### config.mk
export PLATFORM = sky130hd
export DESIGN_NAME = chess_board_fifo
export DESIGN_NICKNAME = d
export VERILOG_FILES = /design/src/rtl/chess_board_fifo.sv
export SDC_FILE = /design/constraint.sdc
export NUM_CORES = 2
export LEC_CHECK = 0
export ABC_AREA = 1
export BUFFER_PORTS_ARGS = -buffer_cell sky130_fd_sc_hd__buf_2
export CORE_UTILIZATION = 30
export CTS_BUF_LIST = sky130_fd_sc_hd__clkbuf_2 sky130_fd_sc_hd__clkbuf_4 sky130_fd_sc_hd__clkbuf_8
export DETAILED_ROUTE_END_ITERATION = 8
export HOLD_SLACK_MARGIN = 0.06
export PLACE_DENSITY = 0.52
export SLEW_MARGIN = 20
export SYNTH_ARGS = -nofsm -noshare
export SYNTH_HDL_FRONTEND = slang
export SYNTH_SLANG_ARGS = --single-unit
### constraint.sdc
create_clock -name CLOCK_50 -period 50.7 [get_ports CLOCK_50]
set_input_delay 2.535 -clock CLOCK_50 [delete_from_list [all_inputs] [get_ports CLOCK_50]]
set_output_delay 2.535 -clock CLOCK_50 [all_outputs]
set_load 0.01 [all_outputs]
### src/rtl/chess_board_fifo.sv
// Width-converting board queue: assembles WORD_W bursts into BOARD_W boards and queues DEPTH of them.
// Optional synchronous FLUSH input is compiled in with CHESS_FIFO_FLUSH_EN.
module chess_board_fifo #(
    parameter int unsigned BOARD_W = 256,
    parameter int unsigned WORD_W  = 32,
    parameter int unsigned DEPTH   = 4
) (
    input  logic                         CLOCK_50,
    input  logic                         RESET,
`ifdef CHESS_FIFO_FLUSH_EN
    input  logic                         FLUSH,
`endif
    input  logic                         WR_CS,
    input  logic                         WR_WRITE,
    input  logic [WORD_W-1:0]            WR_DATA,
    output logic                         WR_WAITREQUEST,
    output logic                         BOARD_VALID,
    output logic [BOARD_W-1:0]           BOARD_DATA,
    input  logic                         BOARD_READ,
    output logic [$clog2(DEPTH+1)-1:0]   LEVEL
);

    localparam int unsigned N     = BOARD_W / WORD_W;
    localparam int unsigned CNT_W = $clog2(N);
    localparam int unsigned LVL_W = $clog2(DEPTH + 1);
    localparam int unsigned PTR_W = (DEPTH > 1) ? $clog2(DEPTH) : 1;
    localparam int unsigned ASM_W = BOARD_W - WORD_W;

    logic [CNT_W-1:0]   wcnt_q, wcnt_d;
    logic [ASM_W-1:0]   asm_q, asm_d;
    logic [PTR_W-1:0]   wr_ptr_q, wr_ptr_d;
    logic [PTR_W-1:0]   rd_ptr_q, rd_ptr_d;
    logic [LVL_W-1:0]   count_q, count_d;
    logic [BOARD_W-1:0] mem [DEPTH];

    logic flush;
    logic last_word;
    logic full;
    logic empty;
    logic accept;
    logic push;
    logic pop;
    logic [BOARD_W-1:0] board_in;

`ifdef CHESS_FIFO_FLUSH_EN
    assign flush = FLUSH;
`else
    assign flush = 1'b0;
`endif

    function automatic logic [PTR_W-1:0] next_ptr(input logic [PTR_W-1:0] p);
        return (p == PTR_W'(DEPTH - 1)) ? '0 : p + PTR_W'(1);
    endfunction

    // Stall only the closing word of a burst, and only from registered state.
    assign last_word      = (wcnt_q == CNT_W'(N - 1));
    assign full           = (count_q == LVL_W'(DEPTH));
    assign empty          = (count_q == '0);
    assign WR_WAITREQUEST = last_word & full;

    assign accept   = WR_CS & WR_WRITE & ~WR_WAITREQUEST & ~flush;
    assign push     = accept & last_word;
    assign pop      = BOARD_READ & ~empty & ~flush;
    assign board_in = {WR_DATA, asm_q};

    assign BOARD_VALID = ~empty;
    assign BOARD_DATA  = mem[rd_ptr_q];
    assign LEVEL       = count_q;

    // Next-state for word assembly, pointers and occupancy.
    always_comb begin
        wcnt_d   = wcnt_q;
        asm_d    = asm_q;
        wr_ptr_d = wr_ptr_q;
        rd_ptr_d = rd_ptr_q;
        count_d  = count_q;

        if (accept) begin
            for (int unsigned k = 0; k < N - 1; k++) begin
                if (wcnt_q == CNT_W'(k)) begin
                    asm_d[k*WORD_W +: WORD_W] = WR_DATA;
                end
            end
            wcnt_d = last_word ? '0 : wcnt_q + CNT_W'(1);
        end

        if (push) begin
            wr_ptr_d = next_ptr(wr_ptr_q);
        end
        if (pop) begin
            rd_ptr_d = next_ptr(rd_ptr_q);
        end

        case ({push, pop})
            2'b10:   count_d = count_q + LVL_W'(1);
            2'b01:   count_d = count_q - LVL_W'(1);
            default: count_d = count_q;
        endcase

        if (flush) begin
            wcnt_d   = '0;
            wr_ptr_d = '0;
            rd_ptr_d = '0;
            count_d  = '0;
        end
    end

    always_ff @(posedge CLOCK_50 or posedge RESET) begin
        if (RESET) begin
            wcnt_q   <= '0;
            asm_q    <= '0;
            wr_ptr_q <= '0;
            rd_ptr_q <= '0;
            count_q  <= '0;
        end else begin
            wcnt_q   <= wcnt_d;
            asm_q    <= asm_d;
            wr_ptr_q <= wr_ptr_d;
            rd_ptr_q <= rd_ptr_d;
            count_q  <= count_d;
        end
    end

    // Board storage; flush leaves contents in place since BOARD_VALID masks them.
    always_ff @(posedge CLOCK_50 or posedge RESET) begin
        if (RESET) begin
            for (int unsigned i = 0; i < DEPTH; i++) begin
                mem[i] <= '0;
            end
        end else if (push) begin
            mem[wr_ptr_q] <= board_in;
        end
    end

endmodule

== After elaboration in Yosys (flattened, before gate mapping) ==
Index checks and enable logic that the tools add are counted.
Word-level totals
  word-level logic and storage cells: 65
  register bits after elaboration: 1258
  output and inout bits: 261
  input port bits: 37
Cells by class
  add/sub/neg operators: 5
  mux-type cells: 10
  bitwise gates (word level): 9
  magnitude comparators: 3
  reduce and logical (&&, ||, !) cells: 11
  equal/unequal tests: 12
Operator list (count)
  bitwise mux 1024 bit: 1
  two-way mux 256 bit: 3
  binary-select mux 256 bit (select 2 bit): 1
  demux 256 bit (select 2 bit): 1
  equality test 3 bit (second input constant): 5
  AND reduction 2 bit: 7
  adder 3 x 1 -> 3 bit (second input constant): 2
  equality test 2 bit (second input constant): 3
  equality test 3 x 2 -> 1 bit (second input constant): 2
  greater-or-equal comparator 3 bit (second input constant): 2
  zero test 3 bit: 2
  NOT 2 -> 3 bit: 2
  one-hot mux 3 bit (2 select lines): 1
  bitwise AND 1 bit: 5
  adder 2 x 1 -> 2 bit (second input constant): 2
  two-way mux 2 bit: 2
  equality test 3 x 1 -> 1 bit (second input constant): 1
  < comparator 3 x 1 -> 1 bit (second input constant): 1
  two-way mux 3 bit: 1
  subtractor 3 x 1 -> 3 bit (second input constant): 1
  equality test 2 x 1 -> 1 bit (second input constant): 1
  NOT 1 bit: 2
  nonzero test 2 bit: 1
  logical AND 1 bit: 1

== Depth between registers and ports, before layout ==
  depth in word-level cells: 7
  depth in mapped cells: 10
  depth with buffers taken out: 9

== Worst setup path after synthesis ==
Ideal clock, no wire load.
  kind: input to register
  start: input BOARD_READ
  end: register count_q[2], in the netlist LEVEL[2]
  data arrival time: 3.988 ns
  setup time: 0.079 ns
  stages on the path: 7
  setup slack: 46.633 ns
  buffers on the path: 0
  required time: 50.621 ns
  path through: a21boi_0 ha_1 inv_1 fa_1 or2_2 nand2_1 xor2_1
On the way
  word-level cells in the longest chain between the ends: 3
  elaborated cells on any way between the ends: 5
  classes of those cells: eq/ne (2); mux (1); bitwise (1); reduce/logical (1)
Ends and longest elaborated chain
  start, declared: RTL line 19  | input logic BOARD_READ,
  bitwise AND 1 bit *: RTL line 63  | assign pop = BOARD_READ & ~empty & ~flush;
  equality test 2 x 1 -> 1 bit or equality test 2 bit (tied branches): RTL line 94  | case ({push, pop})
  one-hot mux 3 bit (2 select lines) or nonzero test 2 bit (tied branches)
  end signal, assigned: RTL line 120  | count_q <= count_d;
  end, declared: RTL line 33  | logic [LVL_W-1:0] count_q, count_d;
Mark *: on every way between the ends. The rest lies on a longest branch, timed or not.
A chain may end at the register's enable or synchronous reset.

== Worst setup path after layout ==
  start: register rd_ptr_q[0]
  end: output BOARD_DATA[113]
On the way
  word-level cells in the longest chain between the ends: 4
Ends and longest elaborated chain
  start, declared: RTL line 32  | logic [PTR_W-1:0] rd_ptr_q, rd_ptr_d;
  start signal, assigned: RTL line 119  | rd_ptr_q <= rd_ptr_d;
  NOT 2 -> 3 bit (implied by the code): RTL line 67  | assign BOARD_DATA = mem[rd_ptr_q];
  binary-select mux 256 bit (select 2 bit): RTL line 67
  two-way mux 256 bit (implied by the code) (2 in a row): RTL line 67
  end, declared: RTL line 18  | output logic [BOARD_W-1:0] BOARD_DATA,
No other way between the ends. The select of a mux whose other input is x is not followed.

==> reports/qor.txt <==
Vias per inst = 4.89
Slew at the pin closest to its max-slew limit = 1.19 ns
Max cap viols = 0
Reg2reg end = mem[244]
Final WL = 191,000 µm
Vias in the first global route = 44,100
Leakage = 33.4 nW
Seq cells post-synth = 1,258
Syn Nets = 6,670
CTS-repair resized insts = 0
Post-Syn Instances = 6,620
First-pass GRT wire length = 287,000 µm
Dominant cell type by area after synthesis = dfrtp_1
Setup total negative slack = 0 ns
Largest net degree at the start of global routing = 211
Mapped cell area = 0.0540 mm²
Avg Cell Area, Syn = 8.16 µm²
Worst Setup Path Type = flip-flop to output port
Slowest CP cell = buf_4
ANT nets after route = 0
Final cycle utilization of the critical path = 0.150
Final Non-Filler Cells = 9,309
Core area = 0.179 mm²
RePlAce Congestion = 0.772
I/O pin count = 298
H-tree depth = 4
CTS tree = yes
Die height = 426 µm
Initial Util = 0.302
Layout cells sized above 1 = 0.112
Worst IR drop on VDD = 0.0000507 V
Fin. max-slew vios = 0
Critical-path cell list = inv_8, buf_4, buf_4, o21ai_0, o22ai_1, buf_2
Worst setup SP type = flip-flop
Placed cells = 8,911
RSZ-0062 raised after global routing = no
Sequential share of the synthesized area = 0.583
Worst Clk Skew = 0.0549 ns
Final nets = 6,818
Worst Hold End = mem[410]
Top cell type's share of synthesized area = 0.583
Antenna violations before repair = 26
Post-CTS Setup Repair Bufs = 0
DRC violations left = 0
Standard-cell rows = 155
Port Buffers = 297
Final number of setup-violating endpoints = 0
Yosys warning count = 0
DR WL/cell = 20.6 µm
Hold Startpoint = mem[410]
Reg2reg setup slack = 46.37 ns
Most common cell after layout, fill and taps aside = nand2_1
Total power = 3.41 mW
Clk slew on worst S/H paths = 0.06 ns
Reg2Reg Launch Point = wcnt_q[0]
Root Buffer = clkbuf_8
Detailed placement HPWL = 98,500 µm
Min-Delay Path Class = flip-flop to flip-flop
Crit path time final = 7.59 ns
Worst skew pair latency = 0.99 ns
Via count = 45,500
Crit-path max FO = 153
FF-to-FF path depth = 8
Critical path arrival = 5.05 ns
Drt initial violations = 4,274
Total GRT Usage = 0.209
Worst hold slack = 0.470 ns
Final core utilization = 0.346
Cell variety after synth = 25
CTS sink cnt = 1,258
Achievable Freq = 132 MHz
Critical Path Most Common Cell = buf_4
Power Dens Cells = 55.2 mW/mm²
Filler instances = 18,600
Crit-path max cell delay = 0.82 ns
Die Width = 426 µm
CTS Hold Bufs = 0
Grt ovf = 0
Slew HR = 0.206
Top cells by area, synth = dfrtp_1, nand2_1, o21ai_0, nor2_1, o22ai_1
Outcome = completed
Crit end category = output port
Die area = 0.182 mm²
Clock Tree Buf Depth = 3
WHS Path Cells = 2
First-pass DRT Iterations = 6
Layout area overhead = 14.5%
Num CTS Buffers = 210
Worst EP required = 48.17 ns
Most frequent cells in the layout = nand2_1, dfrtp_1, o21ai_0
Final hold violations = 0
[cell families after synthesis]
family / after synthesis / share of synthesized area
XOR/XNOR: 2 / 0.000324
adder cells (fa/ha/maj): 13 / 0.00315
AO/OA/AOI/OAI: 1002 / 0.0989
flip-flops: 1258 / 0.583
buffers and inverters: 496 / 0.0451
AND/OR/NAND/NOR: 3849 / 0.270
[state kept, by name, summed over array words and instances, names as in the netlist]
name      cells
mem        1024
wcnt_q        3
LEVEL         3
rd_ptr_q      2
wr_ptr_q      2
asm_q       224
[final cells by class]
type	count	area (µm²)	share of cell area
timing repair buffer	374	2210	0.0357
antenna	13	32.5	0.000526
clock inverter	33	385	0.00624
multi-input combinational	4866	20100	0.325
inverter	58	240	0.00389
clock buffer	352	4410	0.0714
tap	2355	2950	0.0477
sequential	1258	31500	0.510
[stage by stage]
stage | area, µm² | setup slack [ns]
floorplan | 54000 | 12.71
global placement | 57000 | 42.92
detailed placement | 57000 | 42.95
CTS | 61800 | 43.03
global route | 61800 | 42.83
finish | 61800 | 43.11
[critical path, delay by kind of cell (launching register included)]
| kind | cells | cell delay, ns |
|---|---|---|
| buffers and inverters | 4 | 2.62 |
| AOI/OAI and AO/OA | 2 | 0.70 |
| DFF | 1 | 0.65 |
[where the power goes]
part,internal [mW],switching (mW)
registers,1.17,0.170
clock network,0.568,0.443
logic,0.329,0.732
total,2.07,1.34
[per-layer routing]
layer	part of all wire	GRT usage
met5	0.000042	0
met4	0.032	0.0778
met3	0.064	0.0335
met2	0.46	0.335
met1	0.44	0.283
[synth_stat cells, drive strengths merged]
| cell | number |
|---|---|
| nand2 | 3314 |
| dfrtp | 1258 |
| o21ai | 743 |
| nor2 | 521 |
| buf | 274 |
| o22ai | 256 |
| clkbuf | 164 |
| inv | 58 |
| ha | 12 |
| nand3 | 9 |
| nand4 | 4 |
| a21boi | 1 |
| a21oi | 1 |
| fa | 1 |
| o31ai | 1 |
| or2 | 1 |
| xnor2 | 1 |
| xor2 | 1 |
[worst max-delay path by stage]
stage | cells past startpoint | from | end
final | 6 | rd_ptr_q[0] | BOARD_DATA[113]
after global routing | 6 | rd_ptr_q[0] | BOARD_DATA[110]
after CTS | 6 | rd_ptr_q[0] | BOARD_DATA[159]
after detailed placement | 7 | RESET | asm_q[208]
after global placement | 7 | RESET | asm_q[208]
after floorplan | 1 | RESET | LEVEL[0]
No activity file was read; power rests on OpenSTA's default activity.
